<file path="config.mk">
export PLATFORM = sky130hd
export DESIGN_NAME = cc_sequencer
export DESIGN_NICKNAME = d
export VERILOG_FILES = /design/src/rtl/cc_pkg.sv /design/src/rtl/cc_addr_gen.sv /design/src/rtl/cc_sequencer.sv
export SDC_FILE = /design/constraint.sdc
export NUM_CORES = 1
export LEC_CHECK = 0
export ABC_AREA = 1
export CAP_MARGIN = 30
export CORE_AREA = 2 2 87 89
export CTS_BUF_LIST = sky130_fd_sc_hd__clkbuf_8
export DETAILED_ROUTE_END_ITERATION = 7
export DIE_AREA = 0 0 89 91
export GPL_TIMING_DRIVEN = 0
export SYNTH_ARGS = -nofsm -noshare
export SYNTH_HDL_FRONTEND = slang
export SYNTH_SLANG_ARGS = --single-unit
</file>
<file path="constraint.sdc">
create_clock -name clk -period 1.5 [get_ports clk]
set_input_delay 0.225 -clock clk [delete_from_list [all_inputs] [get_ports clk]]
set_output_delay 0.225 -clock clk [all_outputs]
set_load 0.05 [all_outputs]
</file>
<file path="src/rtl/cc_pkg.sv">
// Shared constants for the cross-correlation run sequencer.
// Latency: n/a (declarations only).
// Backpressure: n/a.
package cc_pkg;

    // Default build-time geometry
    localparam int CC_ADDR_W      = 18;
    localparam int CC_IDX_W       = 10;
    localparam int CC_N_SAMPLES   = 12800;
    localparam int CC_TIMEOUT_CYC = 1048576;

    // Sequencer state encoding (plain constants so older tools can consume them)
    typedef logic [2:0] cc_state_t;
    localparam logic [2:0] ST_IDLE   = 3'd0;
    localparam logic [2:0] ST_CLEAR  = 3'd1;
    localparam logic [2:0] ST_START  = 3'd2;
    localparam logic [2:0] ST_STREAM = 3'd3;
    localparam logic [2:0] ST_WAIT   = 3'd4;
    localparam logic [2:0] ST_RESULT = 3'd5;

    // Lag index reported when the core never answers: most-negative value
    localparam logic [CC_IDX_W-1:0] CC_ERR_INDEX = {1'b1, {(CC_IDX_W-1){1'b0}}};

    // Same error pattern for an arbitrary index width (sign bit only)
    function automatic logic [31:0] cc_err_index(input int width);
        return 32'd1 << (width - 1);
    endfunction

endpackage

</file>
<file path="src/rtl/cc_addr_gen.sv">
// Sample-memory address counter: clear, load, increment, terminal-count flag at N_SAMPLES-1.
// Latency: address updates one cycle after clr/load/inc; tc is combinational from the address.
// Backpressure: none; the caller stops incrementing when tc is seen.
module cc_addr_gen
    import cc_pkg::*;
#(
    parameter int ADDR_W    = CC_ADDR_W,
    parameter int N_SAMPLES = CC_N_SAMPLES
) (
    input  logic              clk,
    input  logic              rst,
    input  logic              clr,
    input  logic              load,
    input  logic [ADDR_W-1:0] load_val,
    input  logic              inc,
    output logic [ADDR_W-1:0] addr,
    output logic              tc
);

    localparam logic [ADDR_W-1:0] LAST_ADDR = ADDR_W'(N_SAMPLES - 1);

    // Counter register; clear wins over load, load wins over increment
    always_ff @(posedge clk or posedge rst) begin
        if (rst) begin
            addr <= '0;
        end else if (clr) begin
            addr <= '0;
        end else if (load) begin
            addr <= load_val;
        end else if (inc) begin
            addr <= addr + 1'b1;
        end
    end

    assign tc = (addr == LAST_ADDR);

endmodule

</file>
<file path="src/rtl/cc_sequencer.sv">
// Runs one cross-correlation core pass per req: core reset, start, N_SAMPLES-cycle address sweep, wait for done, hand off lag index.
// Latency: req->ack 1 cycle, ack->cc_start 2 cycles, sample k reaches the core k cycles after cc_start.
// Backpressure: result held on res_valid/res_index until res_ready; new req ignored until back in IDLE. Optional CC_WATCHDOG_EN adds a WAIT timeout (err + forced index).
module cc_sequencer
    import cc_pkg::*;
#(
    parameter int N_SAMPLES   = CC_N_SAMPLES,
    parameter int ADDR_W      = CC_ADDR_W,
    parameter int IDX_W       = CC_IDX_W,
    parameter int TIMEOUT_CYC = CC_TIMEOUT_CYC
) (
    input  logic              clk,
    input  logic              rst,
    input  logic              req,
    output logic              ack,
    output logic [ADDR_W-1:0] mem_addr,
    output logic              cc_rst,
    output logic              cc_start,
    input  logic              cc_done,
    input  logic [IDX_W-1:0]  cc_index,
    output logic              res_valid,
    input  logic              res_ready,
    output logic [IDX_W-1:0]  res_index,
    output logic              busy,
    output logic              err
);

    cc_state_t state;
    logic      addr_inc;
    logic      addr_tc;

`ifdef CC_WATCHDOG_EN
    localparam int                WD_W      = $clog2(TIMEOUT_CYC + 1);
    localparam logic [WD_W-1:0]   WD_LAST   = WD_W'(TIMEOUT_CYC - 1);
    localparam logic [IDX_W-1:0]  ERR_INDEX = IDX_W'(cc_err_index(IDX_W));
    logic [WD_W-1:0] wd_cnt;
`else
    logic unused_timeout;
    assign unused_timeout = (TIMEOUT_CYC == 0);
`endif

    // Address advances through START and STREAM, parks at 0 everywhere else,
    // so address N_SAMPLES is never presented.
    assign addr_inc = (state == ST_START) || ((state == ST_STREAM) && !addr_tc);

    cc_addr_gen #(
        .ADDR_W    (ADDR_W),
        .N_SAMPLES (N_SAMPLES)
    ) u_addr_gen (
        .clk      (clk),
        .rst      (rst),
        .clr      (!addr_inc),
        .load     (1'b0),
        .load_val ('0),
        .inc      (addr_inc),
        .addr     (mem_addr),
        .tc       (addr_tc)
    );

    // Control state, accept pulse, captured index and sticky timeout flag.
    // IDLE spends the ack cycle itself, which gives the 2-cycle ack->start gap.
    always_ff @(posedge clk or posedge rst) begin
        if (rst) begin
            state     <= ST_IDLE;
            ack       <= 1'b0;
            res_index <= '0;
`ifdef CC_WATCHDOG_EN
            err       <= 1'b0;
`endif
        end else begin
            ack <= 1'b0;
            case (state)
                ST_IDLE: begin
                    if (ack) begin
                        state <= ST_CLEAR;
                    end else if (req) begin
                        ack <= 1'b1;
`ifdef CC_WATCHDOG_EN
                        err <= 1'b0;
`endif
                    end
                end
                ST_CLEAR:  state <= ST_START;
                ST_START:  state <= ST_STREAM;
                ST_STREAM: begin
                    // cc_done is deliberately not looked at while streaming
                    if (addr_tc) begin
                        state <= ST_WAIT;
                    end
                end
                ST_WAIT: begin
                    if (cc_done) begin
                        res_index <= cc_index;
                        state     <= ST_RESULT;
                    end
`ifdef CC_WATCHDOG_EN
                    else if (wd_cnt == WD_LAST) begin
                        res_index <= ERR_INDEX;
                        err       <= 1'b1;
                        state     <= ST_RESULT;
                    end
`endif
                end
                ST_RESULT: begin
                    if (res_ready) begin
                        state <= ST_IDLE;
                    end
                end
                default: state <= ST_IDLE;
            endcase
        end
    end

`ifdef CC_WATCHDOG_EN
    // WAIT-cycle counter: 0 on the first WAIT cycle, held at 0 elsewhere
    always_ff @(posedge clk or posedge rst) begin
        if (rst) begin
            wd_cnt <= '0;
        end else if (state == ST_WAIT) begin
            wd_cnt <= wd_cnt + 1'b1;
        end else begin
            wd_cnt <= '0;
        end
    end
`else
    assign err = 1'b0;
`endif

    assign cc_rst    = (state == ST_CLEAR);
    assign cc_start  = (state == ST_START);
    assign res_valid = (state == ST_RESULT);
    assign busy      = (state != ST_IDLE);

endmodule

</file>
==> qor.json <==
{
  "timing": {
    "timing.final.setup_violations": 0,
    "slew-limit-headroom_pct": 54.3,
    "clock_skew_ns": 0.00500,
    "count_of_final_max_slew_check_failures": 0,
    "maxClockFrequency_mhz": 688,
    "worst_slack_ns": 0.0466,
    "rsz0062_at_grt": "yes",
    "worst_slew_pin_slew_ns": 0.685,
    "timing.final.crit_share_pct": 96.9,
    "final_period_minus_worst_setup_slack_ns": 1.45,
    "setup_tns_final_ns": 0,
    "hold_viol_final": 0
  },
  "floorplan": {
    "die_area_um2": 8100,
    "floorplan.die.height_um": 91,
    "core-area_um2": 7140,
    "io_pins": 49,
    "initial_core_util_pct": 23.2,
    "die-width_um": 89,
    "placementRows": 31
  },
  "global_route": {
    "global_route_wire_length_before_repair_um": 6190,
    "grt_pass1_vias": 1321,
    "grt_remaining_overflow": 0,
    "grt.total_usage_pct": 10.0,
    "largest_net_degree_at_the_start_of_global_routing": 19,
    "antenna_found_initial": 0
  },
  "detailed_routing": {
    "route.detailed.vias_per_inst": 4.01,
    "routed_wire_length_per_instance_um": 11.2,
    "final_antenna_net_count": 0,
    "route.vias.total": 1386,
    "remaining_drc_errors": 0,
    "dr.pass1.iters": 4,
    "detailedRoute.firstIterationViolations": 68,
    "aggregate_routed_wire_length_um": 3890
  },
  "setup_path": {
    "worstPathBufferInverterCount": 1,
    "timing.critical_path.slowest_cell_delay_ns": 0.55,
    "timing.critical_path.from_type": "register",
    "critPathMaxFanout": 4,
    "worst_r2r_path_depth": 9,
    "ff2ff_setup_slack_ns": 0.12,
    "critPathCapture": "mem_addr[13]",
    "critPathSlowestCell": "sky130_fd_sc_hd__dlygate4sd2_1",
    "r2r_end": "u_addr_gen.addr[6]$_DFF_PP0_",
    "family_with_the_most_delay_on_the_worst_path": "buffers and inverters",
    "timing.critical_path.required_ns": 1.27,
    "critical_path_cell_count": 1,
    "worst_setup_path_end_kind": "primary output",
    "cp_cell_sequence": "dlygate4sd2_1",
    "worstPathArrival_ns": 1.23,
    "path_class": "reg2out",
    "reg2reg_from": "u_addr_gen.addr[0]$_DFF_PP0_",
    "timing.critical_path.from": "u_addr_gen.addr[13]$_DFF_PP0_"
  },
  "synth": {
    "synthDominantAreaCellType": "sky130_fd_sc_hd__dfrtp_1",
    "yosys_warnings": 0,
    "netlist_area_um2": 1660,
    "share_of_synthesized_flip_flops_with_an_asynchronous_set_or_reset_pct": 100,
    "synth.cells.most_frequent": "sky130_fd_sc_hd__nor2_1, sky130_fd_sc_hd__nand2_1, sky130_fd_sc_hd__dfrtp_1, sky130_fd_sc_hd__inv_1",
    "syn_inst": 181,
    "xor_xnor_cell_area_share_of_the_yosys_netlist_pct": 7.40,
    "synth_enable_flop_cells": 0,
    "seq_area_frac_synth_pct": 48.3,
    "synth_top_area_share_pct": 48.3,
    "synth.most_common_cell": "sky130_fd_sc_hd__nor2_1",
    "synthDistinctLibCells": 26,
    "ys_seq_elements": 32,
    "synth_compound_area_share_pct": 1.36,
    "synth_nets": 197,
    "yosys.area_share.simple_pct": 29.1,
    "syn_area_per_cell_um2": 9.16,
    "yosys_most_used_dff": "sky130_fd_sc_hd__dfrtp_1",
    "yosys.area_share.adder_pct": 0.755,
    "combinational_family_with_the_most_area_after_synthesis": "simple AND/OR/NAND/NOR gates",
    "synth.area.mux_share_pct": 6.79,
    "post_synth_main_area_contributors": "sky130_fd_sc_hd__dfrtp_1, sky130_fd_sc_hd__nor2_1, sky130_fd_sc_hd__nand2_1, sky130_fd_sc_hd__mux2_2, sky130_fd_sc_hd__xor2_1"
  },
  "clocking": {
    "clock-sinks": 32,
    "htree_levels": 2,
    "clock_path_buffers": 2,
    "tritoncts": "yes",
    "worst_setup_hold_path_clk_slew_ns": 0.07,
    "cts_root_buffer": "sky130_fd_sc_hd__clkbuf_8",
    "worst_skew_pair.late_latency_ns": 0.28,
    "number_of_buffers_created_by_cts": 5
  },
  "power": {
    "power_leakage_nw": 1.13,
    "powerDensity_nw_per_um2": 656,
    "power.ir.vdd_worst_mv": 0.219,
    "design_power_total_mw": 1.62
  },
  "placement": {
    "dp_hpwl_um": 2810,
    "gp_congestion": 0.817,
    "number_of_input_and_output_port_buffers_inserted": 47,
    "place_worst_setup_slack_ns": -0.327
  },
  "job": {
    "drv.max_cap_violation_count": 0
  },
  "cells_and_area": {
    "nets": 262,
    "area_delta_synth_final_pct": 49.4,
    "antennaDiodeCount": 0,
    "final_layout_size_suffix_gt1_share_pct": 32.4
  },
  "run_status": {
    "run_status": "finished clean"
  },
  "worst_hold_path": {
    "min-delay-path-class": "in2async"
  }
}
[worst reg2reg max path, stage by stage (launching register included)]
cell,delay (ns)
sky130_fd_sc_hd__dfrtp_2,0.40
sky130_fd_sc_hd__ha_4,0.15
sky130_fd_sc_hd__nand3_4,0.09
sky130_fd_sc_hd__nor3_2,0.11
sky130_fd_sc_hd__nand2_1,0.09
sky130_fd_sc_hd__nand2_2,0.09
sky130_fd_sc_hd__nand2_4,0.07
sky130_fd_sc_hd__inv_8,0.08
sky130_fd_sc_hd__clkbuf_16,0.15
sky130_fd_sc_hd__nor2_2,0.04
[cell families after synthesis]
kind of cell | Yosys count
xor+xnor | 14
compound gates | 4
buf+inv | 19
flops | 32
simple gates | 100
fa+ha+maj | 1
other cells | 1
mux | 10
[report_power, final]
part	internal, mW	switching [mW]	leakage, nW
clock	0.361	0.331	0.0538
sequential	0.862	0	0.409
combinational	0.0410	0.0291	0.671
total	1.26	0.360	1.13
[area by class of cell]
cell class                 count  area [um2]
clock inverter                 2        7.51
sequential                    32         817
clock buffer                   6        82.6
buffer                         3        38.8
fill                         755        4660
inverter                      16        67.6
multi-input combinational    130         783
tap                           99         124
timing repair buffer          58         556
[metal layers]
| layer | up-vias | routed length [um] | share of wire (%) | GRT usage [%] |
|---|---|---|---|---|
| met1 | 655 | 1740 | 45 | 12.9 |
| met5 | - | 0 | 0 | 0 |
| li1 | 698 | - | - | - |
| met3 | 2 | 199 | 5.1 | 3.18 |
| met4 | 0 | 39 | 1.0 | 4.10 |
| met2 | 31 | 1900 | 49 | 15.3 |
[worst min path at each step]
stage	to	slack [ns]	depth (start not counted)
final	res_index[8]$_DFFE_PP0P_	0.34	2
after global routing	res_index[8]$_DFFE_PP0P_	0.40	2
after CTS	res_index[8]$_DFFE_PP0P_	0.38	2
after detailed placement	res_index[4]$_DFFE_PP0P_	0.49	1
after global placement	res_index[6]$_DFFE_PP0P_	0.49	1
after floorplan	ack$_DFF_PP0_	0.33	2
[registers in the layout, summed over array words and instances, names as in the netlist]
register,cells
res_index,10
ack,1
u_addr_gen.addr,18
state,3
[layout by cell type, fill, tap and decap left out, types with 2 or more instances in the layout]
cell / n
sky130_fd_sc_hd__nor2_2: 13
sky130_fd_sc_hd__dfrtp_2: 13
sky130_fd_sc_hd__clkdlybuf4s15_1: 5
sky130_fd_sc_hd__clkdlybuf4s50_1: 14
sky130_fd_sc_hd__inv_2: 2
sky130_fd_sc_hd__o21ai_0: 3
sky130_fd_sc_hd__nor2_1: 32
sky130_fd_sc_hd__clkbuf_8: 6
sky130_fd_sc_hd__xnor2_1: 3
sky130_fd_sc_hd__mux2_2: 10
sky130_fd_sc_hd__buf_6: 4
sky130_fd_sc_hd__nand2_1: 32
sky130_fd_sc_hd__nor2_4: 2
sky130_fd_sc_hd__buf_12: 2
sky130_fd_sc_hd__nand2_2: 3
sky130_fd_sc_hd__nand3_1: 10
sky130_fd_sc_hd__dlygate4sd2_1: 18
sky130_fd_sc_hd__clkbuf_2: 5
sky130_fd_sc_hd__inv_1: 15
sky130_fd_sc_hd__dfrtp_1: 19
sky130_fd_sc_hd__xor2_1: 11
sky130_fd_sc_hd__buf_4: 9
[timing repair]
action | in CTS | in global routing
setup buffers | 3 | 6
hold buffers | 0 | 0
gates resized for setup | 63 | 17
pin swaps | 1 | 4
cloned | 0 | 1
setup endpoints to repair | 43 | 23
[through the flow]
stage | utilization [%] | cells | cell area (um2) | hold slack (ns)
after floorplan | - | 181 | 1690 | 0.331
after global placement | 32.0 | 327 | 2290 | 0.487
after global routing | 34.7 | 346 | 2480 | 0.404
final | 34.7 | 346 | 2480 | 0.340
after CTS | 33.6 | 339 | 2400 | 0.376
after detailed placement | 32.4 | 328 | 2310 | 0.492
Power figures use the tool's default switching activity.
